--- config.mk ---
export PLATFORM = sky130hd
export DESIGN_NAME = uart_echo_tester
export DESIGN_NICKNAME = d
export VERILOG_FILES = /design/src/rtl/uart_echo_tester.sv
export SDC_FILE = /design/constraint.sdc
export NUM_CORES = 1
export LEC_CHECK = 0
export CORE_ASPECT_RATIO = 0.6
export CORE_MARGIN = 2
export CORE_UTILIZATION = 53
export DETAILED_ROUTE_END_ITERATION = 12
export HOLD_SLACK_MARGIN = 0.12
export PLACE_DENSITY = 0.82
export SYNTH_ARGS = -nofsm -noshare
export SYNTH_HDL_FRONTEND = slang
export SYNTH_SLANG_ARGS = --single-unit
--- constraint.sdc ---
create_clock -name clk -period 3.17 [get_ports clk]
set_clock_uncertainty 0.05 [all_clocks]
set_input_delay 0.634 -clock clk [delete_from_list [all_inputs] [get_ports clk]]
set_output_delay 0.634 -clock clk [all_outputs]
set_load 0.05 [all_outputs]
--- src/rtl/uart_echo_tester.sv ---
// rtl/uart_echo_tester.sv - UART echo loop initiator: send a pattern byte, await its echo, compare, count
// Define UART_ECHO_LFSR_EN to replace the incrementing pattern with an 8-bit LFSR (x^8+x^6+x^5+x^4+1).
module uart_echo_tester #(
  parameter int CLK_FREQ      = 65_000_000,
  parameter int BAUT_RATE     = 115200,
  parameter int TIMEOUT_BYTES = 4,
  parameter int GAP_CYCLES    = 16
) (
  input  logic        clk,
  input  logic        sys_rst_n,
  input  logic        start,
  output logic [7:0]  tx_data,
  output logic        tx_flag,
  input  logic        tx_done,
  input  logic [7:0]  rx_data,
  input  logic        rx_valid,
  output logic        busy,
  output logic [31:0] pass_cnt,
  output logic [15:0] err_cnt,
  output logic [15:0] timeout_cnt,
  output logic [7:0]  last_exp,
  output logic [7:0]  last_got
);

  localparam int          T_CYCLES = TIMEOUT_BYTES * 10 * (CLK_FREQ / BAUT_RATE);
  localparam logic [31:0] T_LAST   = (T_CYCLES > 0) ? 32'(T_CYCLES - 1) : 32'd0;
  localparam logic [31:0] GAP_LAST = (GAP_CYCLES > 0) ? 32'(GAP_CYCLES - 1) : 32'd0;
`ifdef UART_ECHO_LFSR_EN
  localparam logic [7:0]  PATTERN_SEED = 8'h01;
`else
  localparam logic [7:0]  PATTERN_SEED = 8'h00;
`endif

  typedef enum logic [1:0] {IDLE, SEND, WAIT_ECHO, GAP} state_t;

  state_t      state_q, state_d;
  logic [31:0] cnt_q, cnt_d;
  logic [7:0]  pattern_q, pattern_d;
  logic [7:0]  exp_q, exp_d;
  logic [7:0]  tx_data_q, tx_data_d;
  logic        tx_flag_q, tx_flag_d;
  logic [31:0] pass_q, pass_d;
  logic [15:0] err_q, err_d;
  logic [15:0] to_q, to_d;
  logic [7:0]  last_exp_q, last_exp_d;
  logic [7:0]  last_got_q, last_got_d;
  logic        rx_valid_q;

  logic rx_evt;
  logic timeout_hit;
  logic gap_done;

  function automatic logic [7:0] next_pattern(input logic [7:0] p);
`ifdef UART_ECHO_LFSR_EN
    return {p[6:0], p[7] ^ p[5] ^ p[4] ^ p[3]};
`else
    return p + 8'd1;
`endif
  endfunction

  function automatic logic [31:0] sat_inc32(input logic [31:0] v);
    return (v == '1) ? v : v + 32'd1;
  endfunction

  function automatic logic [15:0] sat_inc16(input logic [15:0] v);
    return (v == '1) ? v : v + 16'd1;
  endfunction

  assign rx_evt      = rx_valid & ~rx_valid_q;
  assign timeout_hit = (cnt_q == T_LAST);
  assign gap_done    = (cnt_q >= GAP_LAST);

  always_ff @(posedge clk or negedge sys_rst_n) begin
    if (!sys_rst_n) begin
      state_q <= IDLE;
    end else begin
      state_q <= state_d;
    end
  end

  always_comb begin
    state_d = state_q;
    case (state_q)
      IDLE:      if (start) state_d = SEND;
      SEND:      if (tx_done) state_d = WAIT_ECHO;
      WAIT_ECHO: if (rx_evt || timeout_hit) state_d = GAP;
      GAP:       if (gap_done) state_d = start ? SEND : IDLE;
      default:   state_d = IDLE;
    endcase
  end

  // An echo arriving on the expiry cycle is judged as an echo, never as a timeout.
  always_comb begin
    cnt_d      = cnt_q;
    pattern_d  = pattern_q;
    exp_d      = exp_q;
    tx_data_d  = tx_data_q;
    tx_flag_d  = 1'b0;
    pass_d     = pass_q;
    err_d      = err_q;
    to_d       = to_q;
    last_exp_d = last_exp_q;
    last_got_d = last_got_q;
    case (state_q)
      SEND: begin
        if (tx_done) begin
          tx_flag_d = 1'b1;
          tx_data_d = pattern_q;
          exp_d     = pattern_q;
          cnt_d     = '0;
        end
        if (rx_evt) err_d = sat_inc16(err_q);
      end
      WAIT_ECHO: begin
        cnt_d = cnt_q + 32'd1;
        if (rx_evt) begin
          if (rx_data == exp_q) begin
            pass_d = sat_inc32(pass_q);
          end else begin
            err_d      = sat_inc16(err_q);
            last_exp_d = exp_q;
            last_got_d = rx_data;
          end
          cnt_d     = '0;
          pattern_d = next_pattern(pattern_q);
        end else if (timeout_hit) begin
          to_d      = sat_inc16(to_q);
          cnt_d     = '0;
          pattern_d = next_pattern(pattern_q);
        end
      end
      GAP: begin
        cnt_d = cnt_q + 32'd1;
        if (rx_evt) err_d = sat_inc16(err_q);
      end
      default: begin
        if (rx_evt) err_d = sat_inc16(err_q);
      end
    endcase
  end

  always_ff @(posedge clk or negedge sys_rst_n) begin
    if (!sys_rst_n) begin
      cnt_q      <= '0;
      pattern_q  <= PATTERN_SEED;
      exp_q      <= '0;
      tx_data_q  <= '0;
      tx_flag_q  <= 1'b0;
      pass_q     <= '0;
      err_q      <= '0;
      to_q       <= '0;
      last_exp_q <= '0;
      last_got_q <= '0;
      rx_valid_q <= 1'b0;
    end else begin
      cnt_q      <= cnt_d;
      pattern_q  <= pattern_d;
      exp_q      <= exp_d;
      tx_data_q  <= tx_data_d;
      tx_flag_q  <= tx_flag_d;
      pass_q     <= pass_d;
      err_q      <= err_d;
      to_q       <= to_d;
      last_exp_q <= last_exp_d;
      last_got_q <= last_got_d;
      rx_valid_q <= rx_valid;
    end
  end

  assign busy        = (state_q != IDLE);
  assign tx_data     = tx_data_q;
  assign tx_flag     = tx_flag_q;
  assign pass_cnt    = pass_q;
  assign err_cnt     = err_q;
  assign timeout_cnt = to_q;
  assign last_exp    = last_exp_q;
  assign last_got    = last_got_q;

endmodule

## After elaboration in Yosys (flattened, before gate mapping)

Index checks and enable logic that the tools add are counted.

| cells by class | value |
|---|---|
| add/sub/neg operators | 5 |
| order comparisons | 1 |
| equality and inequality tests | 13 |
| mux-type cells | 19 |
| reductions and logical operators | 13 |
| bitwise logic cells | 6 |

Operator list:

| kind | number |
|---|---|
| $mux 32 | 3 |
| $pmux 32 s3 | 1 |
| $mux 16 | 5 |
| $add 32x1->32 const B | 2 |
| $add 16x1->16 const B | 2 |
| $eq 16x16->1 const B | 2 |
| $eq 32x15->1 const B | 1 |
| $eq 32x32->1 const B | 1 |
| $ge 32x4->1 const B | 1 |
| $mux 8 | 2 |
| $reduce_and 4->1 | 3 |
| $ne 2x2->1 const B | 5 |
| $add 8x1->8 const B | 1 |
| $eq 8x8->1 | 1 |
| $mux 2 | 4 |
| $pmux 2 s4 | 1 |
| $reduce_and 2->1 | 4 |
| $not 1->1 | 5 |
| $eq 2x2->1 const B | 2 |
| $reduce_bool 2->1 | 2 |
| $mux 1 | 3 |
| $reduce_and 3->1 | 1 |
| $reduce_bool 3->1 | 1 |
| $eq 2x1->1 const B | 1 |
| 3 further kinds | 3 |

| word-level totals | value |
|---|---|
| input bits | 13 |
| flip-flop bits (word level) | 132 |
| word-level logic and storage cells | 68 |
| output and inout port bits | 90 |

## Logic depth before layout (Yosys ltp)

Gate-level depths: netlist of run 1.

| depth | value |
|---|---|
| depth after elaboration | 5 |
| depth in mapped cells | 9 |
| mapped depth without buffers | 8 |

## Worst setup path before layout of run 1

Ideal clock, no wire load.

| timing | value |
|---|---|
| path kind | register -> register |
| start point | reg pass_q[0] (netlist: pass_cnt[0]) |
| end point | reg pass_q[6] (netlist: pass_cnt[6]) |
| arrival | 2208 ps |
| required time | 2977 ps |
| buffers on the path | 2 |
| slack | 769 ps |
| cell stages (with the launch flop) | 10 |
| cells stage by stage | dfrtp_1 -> ha_1 -> and3_1 -> and4_1 -> clkbuf_1 -> and2_1 -> a21oi_1 -> buf_2 -> nand4_1 -> xnor2_1 |

| between the ends | value |
|---|---|
| cells in the longest elaborated chain, start to end | 3 |
| elaborated cells between the ends (all ways) | 4 |
| those cells by class | 1 x add/sub; 1 x eq/ne; 1 x bitwise; 1 x reduce/logical |

RTL lines:

| item | RTL line | text |
|---|---|---|
| from (decl) | 42 | `logic [31:0] pass_q, pass_d;` |
| from (signal assigned) | 161 | `pass_q <= pass_d;` |
| branches (longest 3 deep; another with $add 32x1->32) | - |  |

Parallel ways; which one is timed is not known.
A chain may end at the register's enable or synchronous reset.

## Final worst setup path of run 1

| timing | value |
|---|---|
| start point | reg state_q[0] |
| end point | out busy |

| between the ends | value |
|---|---|
| cells in the longest elaborated chain, start to end | 1 |

RTL lines:

| item | RTL line | text |
|---|---|---|
| from (decl) | 36 | `state_t state_q, state_d;` |
| from (signal assigned) | 77 | `state_q <= state_d;` |
| $reduce_bool 2->1 | 170 | `assign busy = (state_q != IDLE);` |
| to (decl) | 17 | `output logic busy,` |

Every way passes these cells.

==> results of run 1 <==
==> placed cells by master, fill, tap and decap left out, drive strengths merged, types with 4 or more instances in the layout <==
| cell type | count |
|---|---|
| and2 | 4 |
| and3 | 19 |
| and4 | 11 |
| buf | 12 |
| clkbuf | 17 |
| clkdlybuf4s50 | 101 |
| clkinvlp | 4 |
| dfrtp | 132 |
| ha | 10 |
| inv | 19 |
| mux2 | 27 |
| nand2 | 48 |
| nand3 | 42 |
| nand4 | 29 |
| nor2 | 56 |
| nor3 | 15 |
| nor4 | 11 |
| or3 | 4 |
| xnor2 | 61 |
| xor2 | 45 |
==> final cells by class <==
cell class                      count  area, um2
Fill cell                         802       3320
Multi-Input combinational cell    409       2810
Clock inverter                     15        144
Timing Repair Buffer              114       1120
Tap cell                          160        200
Sequential cell                   132       3300
Clock buffer                       17        425
Inverter                           12       45.0
==> layer usage <==
metal  vias to the layer above  GRT usage  wire length (um)
met1                      2329      0.359              7150
met5                         -          0                 0
met4                         0      0.104               289
met3                        26     0.0519               718
met2                       133      0.352              6500
li1                       2219          -                 -
==> logic make-up after synthesis <==
logic type | after synthesis | synth area share
and+or+nand+nor | 250 | 0.215
DFF | 132 | 0.532
xor gates and xnor gates | 106 | 0.150
muxes | 27 | 0.0490
buffers and inverters | 22 | 0.0149
AOI/OAI and AO/OA | 16 | 0.0188
adders and majority gates | 10 | 0.0202
==> worst min path at each step <==
stage,startpoint,to,slack [ns]
2_1_floorplan,sys_rst_n,cnt_q[0],0.29
3_3_place_gp,pattern_q[7],pattern_q[7],0.41
3_5_place_dp,pattern_q[7],pattern_q[7],0.43
4_1_cts,pattern_q[7],pattern_q[7],0.44
5_1_grt,pattern_q[7],pattern_q[7],0.46
6_report,err_cnt[12],err_cnt[12],0.44
==> sequential cells by signal (all words and copies together), names as in the netlist <==
signal and cells:
pass_cnt 32, pattern_q 8, last_exp 8, timeout_cnt 16
last_got 8, tx_data 8, state_q 2, rx_valid_q 1
err_cnt 16, cnt_q 32, tx_flag 1
==> Yosys cell counts (all sizes together), types with 10 or more instances <==
library cell  count  area [um2]
nor2             56         218
nand4            29         181
xor2             45         394
ha               10         125
nor3             15        91.3
nand2            48         180
dfrtp           132        3300
nor4             11        75.1
inv              12        45.0
mux2             27         304
and3             19         119
xnor2            61         534
and4             11        98.9
nand3            42         223
==> power by group through the flow <==
stage | Combinational, mW | Sequential (mW) | Clock, mW
floorplan | 0.526 | 2.48 | 0
global placement | 1.45 | 2.06 | 0
detailed placement | 1.50 | 2.07 | 0
CTS | 1.51 | 2.04 | 1.92
global route | 1.60 | 2.07 | 2.00
finish | 1.50 | 2.05 | 1.90
==> through the flow <==
step                       util  hold slack, ns
final                     0.708           0.443
after global routing      0.708           0.463
after CTS                 0.708           0.442
after detailed placement  0.657           0.431
after global placement    0.657           0.412
after floorplan               -           0.288
==> results.txt, run 1 <==
* Status: finished, final reports clean
* TritonCTS clock tree: yes
* Initial Utilization: 0.546
- Clock latency on the worst-skew pair: between 0.4 and 0.5 ns
- Pin count of the biggest net entering global routing: 48
- Count of pins over their slew limit: 0
* Number of input and output port buffers inserted: 102
- By instance count, the cell type seen most on the critical path is sky130_fd_sc_hd__inv_1.
- Number of cells traversed by the worst register-to-register path: 7
- Startpoint of the lowest-slack register-to-register path: tx_data[0]
- Summing internal, switching and leakage power gives 5.45 mW.
* Gates resized, CTS repair: 0
* Max incr delay on CP: 0.81 ns
- Setup slack on the worst flop-to-flop path: about 0.76 ns
- TritonRoute pass-1 iters: 5
- Of the available clock period, the critical path in the final layout requires 0.853.
- After synthesis, the share of flip-flops with an asynchronous set or reset is 1.00.
- Classification of the worst setup path: reg -> out
- Routed Antenna Nets: 0
- Kind of capture point of the worst setup path: output port
- Clock tree synthesis found a total of roughly 130 sinks.
* Overflow left after global routing: 0
- Crit path buf inv count: 3
- Synth-to-Final Area Change: 29.8%
- The longest clock path from root to sink contains 2 buffers.
- On the critical path, the stage with the largest delay is an instance of sky130_fd_sc_hd__clkdlybuf4s50_1.
- Core footprint: approximately 11000 um2
* Worst setup margin: approximately 0.47 ns
* Gr usage total: 0.244
* Cell area after placement: 7480 um2
* Drt drc: 0
- Synthesized instance count: roughly 560
* Die height: 87.8 um
* Fin Setup TNS: 0 ns
* Total Wirelength: 14700 um
* Most frequently used flop master after synthesis: sky130_fd_sc_hd__dfrtp_1
- The routed design could run at a clock period as short as 2.70 ns.
- Pwr dens: 676 nW/um2
* Sequential-to-total area share from yosys stat: 0.532
* Portion of total power attributed to combinational logic: 0.276
- Crit path to: busy
- Cell internal power was estimated by the tool at ~3.5 mW.
* HPWL after detailed placement: 10400 um
- Buffers inserted to repair hold after CTS numbered 1.
- Data required time at the worst endpoint: 2.49 ns
- Die outline width: 144 um
* #FFs+latches synth: around 130
- Via count of the first global-routing pass: approximately 4600
- Timing analysis after detailed placement gives a worst setup slack of 0.214 ns.
- Cell breakdown of the critical path: inv_1 > ha_1 > inv_1 > clkdlybuf4s50_1
* Number of antenna violations at the first check in global routing: 0
- Initial drt markers: approximately 370
- CP Max Fanout: 5
- Clock network fraction of design power: 0.348
- The die covers approximately 13000 um2.
- Tracing the worst setup path back leads to its startpoint at state_q[0].
* Destination of the worst register-to-register timing path: pass_cnt[11]
- Number of levels the H-tree was split into: 4
- Layout Nets: just over 700
* Net switching power: 1.95 mW
* Clk Tree Root Cell: sky130_fd_sc_hd__clkbuf_16
- Relative slew slack: 0.511
- Data on the critical path arrives at its endpoint at just over 2 ns.
- Counting instances, the worst hold path has a depth of 1.
- A synthesized cell averages 11.0 um2.
- Synthesis instantiated between 40 and 50 different standard cells from the library.
- Setup violations remaining at the end of the flow were counted as 0.
* Via-per-instance ratio: 5.48
- Number of failing hold endpoints at the final stage: 0
- The finished cells cover just over 8000 um2.
- Mean routed wirelength per cell: between 15 and 20 um
* Number of I/O pins: between 100 and 150
- Post-synthesis instance area: between 6000 and 7000 um2
- The congestion estimate from routability-driven global placement came to roughly 0.86.
- The share of total power dissipated in sequential elements is 0.376.
* Max Cap Violations: 0
- In this run, placement finished with an instance count of a little over 800.
* Non-filler cells, final: 859
* IR drop worst, VDD: 0.000666 V
* Switching share of power: 0.359
- TritonCTS created 17 clock buffers.
- The number of setup buffers added after CTS is 0.
- Clock transition at the registers of the reported paths: roughly 0.06 ns
* Yosys warns: 0
- Counting flops with a built-in enable in the synthesized netlist gives 0.
- # diodes: 0
- Crit. path cell count: 4
* Unrepaired setup endpoints after global routing: false
- Highest Clock Rate: ~370 MHz
- Counting every net in the synthesized netlist gives ~600.
* Total vias in the final route: ~4700
- Leakage power figure: 3.53 nW
* Cell Rows: 30
- Class of the tightest hold or removal check: reg -> reg
* Layout cell share with drive strength beyond 1: 0.122
- Crit path max-delay family: buffers and inverters
- Startpoint type of the worst setup path: flip-flop
* First-pass GRT wire length: between 20000 and 25000 um
- Least-Margin Pin Slew: between 0.7 and 0.8 ns
No activity file was read; power rests on OpenSTA's default activity.
==> run 2: changes to the inputs <==
--- a/config.mk
+++ b/config.mk
@@ -9,6 +9,7 @@
 export CORE_MARGIN = 2
 export CORE_UTILIZATION = 53
 export DETAILED_ROUTE_END_ITERATION = 12
+export GPL_ROUTABILITY_DRIVEN = 0
 export HOLD_SLACK_MARGIN = 0.12
 export PLACE_DENSITY = 0.82
 export SYNTH_ARGS = -nofsm -noshare
==> results of run 2 <==
No change in the layout: final DEF, timing and power equal those of run 1.
==> run 3: changes to the inputs <==
--- a/config.mk
+++ b/config.mk
@@ -5,6 +5,7 @@
 export SDC_FILE = /design/constraint.sdc
 export NUM_CORES = 1
 export LEC_CHECK = 0
+export CAP_MARGIN = 15
 export CORE_ASPECT_RATIO = 0.6
 export CORE_MARGIN = 2
 export CORE_UTILIZATION = 53
==> results of run 3 <==
No change in the layout: final DEF, timing and power equal those of run 1.
